`config.mk`:
```
export PLATFORM = sky130hd
export DESIGN_NAME = down_timer
export DESIGN_NICKNAME = d
export VERILOG_FILES = /design/src/rtl/down_timer.sv
export SDC_FILE = /design/constraint.sdc
export NUM_CORES = 1
export LEC_CHECK = 0
export CAP_MARGIN = 20
export CORE_MARGIN = 4
export CORE_UTILIZATION = 37
export CTS_CLUSTER_DIAMETER = 40
export CTS_CLUSTER_SIZE = 14
export DETAILED_ROUTE_END_ITERATION = 8
export PLACE_DENSITY_LB_ADDON = 0.15
export SETUP_SLACK_MARGIN = 0.2
export SYNTH_ARGS = -nofsm -noshare
export SYNTH_HDL_FRONTEND = slang
export SYNTH_SLANG_ARGS = --single-unit
```
`constraint.sdc`:
```
create_clock -name clk -period 4.18 [get_ports clk]
set_clock_uncertainty 0.05 [all_clocks]
set_input_delay 1.254 -clock clk [delete_from_list [all_inputs] [get_ports clk]]
set_output_delay 1.254 -clock clk [all_outputs]
set_load 0.01 [all_outputs]
```
`src/rtl/down_timer.sv`:
```
// Five-bit down-counting timer with load, start, pause and stop controls.
// Defining AUTO_RELOAD_EN makes the timer restart from its reload value after each terminal count.
module down_timer (
    input  logic       clk,
    input  logic       rst,
    input  logic [4:0] data,
    input  logic       load,
    input  logic       start,
    input  logic       pause,
    input  logic       stop,
    output logic [4:0] count,
    output logic       busy,
    output logic       zero,
    output logic       done
);

    typedef enum logic [1:0] {
        IDLE,
        RUN,
        DONE
    } state_t;

    state_t     state_q, state_d;
    logic [4:0] count_q, count_d;
    logic [4:0] reload_q, reload_d;
    logic       done_q, done_d;

    always_ff @(posedge clk) begin
        if (rst) begin
            state_q  <= IDLE;
            count_q  <= 5'd0;
            reload_q <= 5'd0;
            done_q   <= 1'b0;
        end else begin
            state_q  <= state_d;
            count_q  <= count_d;
            reload_q <= reload_d;
            done_q   <= done_d;
        end
    end

    // Controls resolve as stop > load > start > pause > decrement; DONE ignores them all.
    always_comb begin
        state_d  = state_q;
        count_d  = count_q;
        reload_d = reload_q;
        case (state_q)
            IDLE: begin
                if (stop) begin
                    state_d = IDLE;
                end else if (load) begin
                    count_d  = data;
                    reload_d = data;
                    if (start) begin
                        state_d = (data != 5'd0) ? RUN : DONE;
                    end
                end else if (start) begin
                    state_d = (count_q != 5'd0) ? RUN : DONE;
                end
            end
            RUN: begin
                if (stop) begin
                    state_d = IDLE;
                end else if (load) begin
                    count_d  = data;
                    reload_d = data;
                    state_d  = (data != 5'd0) ? RUN : DONE;
                end else if (!pause) begin
                    if (count_q != 5'd0) begin
                        count_d = count_q - 5'd1;
                    end
                    if (count_q <= 5'd1) begin
                        state_d = DONE;
                    end
                end
            end
            DONE: begin
`ifdef AUTO_RELOAD_EN
                if (reload_q != 5'd0) begin
                    state_d = RUN;
                    count_d = reload_q;
                end else begin
                    state_d = IDLE;
                end
`else
                state_d = IDLE;
`endif
            end
            default: begin
                state_d = IDLE;
            end
        endcase
    end

    // done is registered alongside state so it is high exactly while the state is DONE.
    always_comb begin
        done_d = (state_d == DONE);
    end

    always_comb begin
        count = count_q;
        busy  = (state_q == RUN);
        zero  = (count_q == 5'd0);
        done  = done_q;
    end

endmodule

```
==> out/metrics.csv <==
stage,metric,value,unit
status,status,finished clean,
clock_network,h-tree-depth,1,
drt,drc,0,
synthesis,synth_nets,78,
floorplanning,die_w,46,um
placed_design,portBuffers,18,
floorplanning,pin_count,19,
clock_network,max-clock-path-buffers,2,
worst_setup_path,worstSetupStartpointType,flip-flop,
sta,worst_pin_slew,0.662,ns
placed_design,dp_cells,96,
clock_network,clk_latency,0.26,ns
synthesis,seq_area_frac_synth,30.0,%
sta,final.min_clock_period,3.30,ns
layout,diodes,0,
worst_setup_path,cp_max_fo,5,
sta,slew_violations,0,
sta,hold-worst-slack,0.459,ns
sta,period_share,79.0,%
worst_setup_path,crit_arrival,2.00,ns
synthesis,yosys-top-cells-area,"dfxtp_1 (30%), ha_1 (7.0%), a21oi_1 (5.6%)",
worst_setup_path,required,2.88,ns
synthesis,synth-seq-cells,8,
global_route,grt_pass1_vias,479,
power,p_leak,0.296,nW
sta,rsz0062_at_grt,false,
layout,final_nets,100,
sta,setup_tns,0,ns
synthesis,yosys_warnings,0,
layout,fillCellCount,134,
clock_network,post_cts_resized,0,
clock_network,cts_made_buffers,3,
drt,drt_iter0_drc,8,
clock_network,clock-sinks,8,
layout,area_growth,40.7,%
sta,max_freq,0.303,GHz
sta,fin_ws,0.877,ns
placed_design,gp_congestion,0.780,
job,drv_cap,0,
global_route,grt_max_degree,11,
layout,drive_gt1_share,15.5,%
sta,hold_violations,0,
placed_design,dp_hpwl,986,um
placed_design,placed_area,729,sq um
synthesis,synth_cells,64,
synthesis,synth_top_area_cell,dfxtp_1,
clock_network,holdBufCountCts,0,
drt,vias,560,
synthesis,synth_cell_types,27,
layout,stdcell_count,99,
worst_setup_path,critPathKind,reg2out,
power,ir_worst_vdd,117,uV
clock_network,cts_tree,yes,
synthesis,ys_async_sr_fraction,0,%
clock_network,path_clk_slew,0.06,ns
worst_hold_path,hp-class,reg2reg,
worst_setup_path,crit_path_end_kind,output port,
floorplanning,die_area,2120,sq um
global_route,antenna_found_initial,0,
drt,wire_per_inst,13.2,um
drt,vias_per_cell,5.66,
global_route,overflow,0,
drt,wirelength,1310,um
sta,setup_viol,0,
placed_design,post-place-ws,1.14,ns
floorplanning,core-area,1330,sq um
synthesis,synthesis.area,534,sq um
clock_network,cts-root-buf,clkbuf_4,
drt,final_antenna_net_count,0,
floorplanning,die_h,46,um
floorplanning,rows,13,
power,finalPower,0.207,mW
drt,firstDrtPassIters,4,
synthesis,synth-edff-count,0,
layout,final_util,56.4,%
sta,maxSlewHeadroom,55.8,%
synthesis,synth_ff_type,dfxtp_1,
power,powerDensity,276,nW/um^2
synthesis,synth_top_area_share,30.0,%
synthesis,avgSynthCellArea,8.35,sq um
global_route,track_usage,14.2,%
clock_network,cts_setup_buffers,0,
floorplanning,start_util,40.1,%
layout,stdcell_area,752,sq um
global_route,grt_pass1_wl,2070,um
==> logic make-up after synthesis <==
kind of cell    after synthesis  synth area share [%]
compound gates               23                  33.0
fa+ha+maj                     3                  7.03
buf+inv                       4                  2.81
flops                         8                  30.0
simple gates                 26                  27.2
==> worst max-delay path, cell delays in order, from the launching register on <==
cell	delay, ns
dfxtp_1	0.35
inv_1	0.14
ha_1	0.16
or4b_4	0.49
inv_1	0.07
clkdlybuf4s50_1	0.52
==> layer usage <==
metal / vias to the layer above / wire length, um / global-route usage (%)
met5: - / 0 / 0
met4: 0 / 30 / 8.52
met3: 5 / 113 / 5.53
met2: 23 / 537 / 18.4
met1: 252 / 629 / 19.2
li1: 280 / - / -
==> cells in the mapped netlist, types with 2 or more instances <==
cell     number
inv_1         3
a21o_2        3
a21oi_1       6
nand3_1       2
or3b_2        2
nor3_1        3
nor2_1        8
nand2_1       4
o21ai_0       5
dfxtp_1       8
ha_1          3
o221a_2       2
==> worst paths after layout <==
| kind | to | start | depth (start not counted) | slack (ns) |
|---|---|---|---|---|
| max reg2reg | count[0] | count[0] | 6 | 2.32 |
| min | count[1] | count[1] | 2 | 0.46 |
| max | zero | count[0] | 5 | 0.88 |
| min reg2reg | count[1] | count[1] | 2 | 0.46 |
==> power breakdown <==
part / switching, mW / total [mW] / internal [mW]
registers: 0.00515 / 0.0856 / 0.0804
logic: 0.0258 / 0.0586 / 0.0328
clock network: 0.0299 / 0.0630 / 0.0331
==> layout by cell type (no fill, tap or decap), drive strengths merged, types with 2 or more instances in the layout <==
| cell | n |
|---|---|
| o221a | 2 |
| inv | 3 |
| nand2 | 4 |
| a21o | 3 |
| or3b | 2 |
| nor2 | 8 |
| a21oi | 6 |
| nor3 | 3 |
| clkdlybuf4s50 | 18 |
| nand3 | 2 |
| ha | 3 |
| dfxtp | 8 |
| clkbuf | 3 |
| o21ai | 5 |
| a211oi | 2 |
==> layout make-up <==
type	count	area, sq um	share of cell area (%)
Timing Repair Buffer	18	180	24.0
Multi-Input combinational cell	52	359	47.8
Tap cell	15	18.8	2.50
Sequential cell	8	160	21.3
Clock buffer	3	22.5	3.00
Inverter	3	11.3	1.50
==> flip-flops by register name, indices dropped and copies added (netlist names) <==
| register | flops |
|---|---|
| done | 1 |
| count | 5 |
| state_q | 2 |
Power figures use the tool's default switching activity.
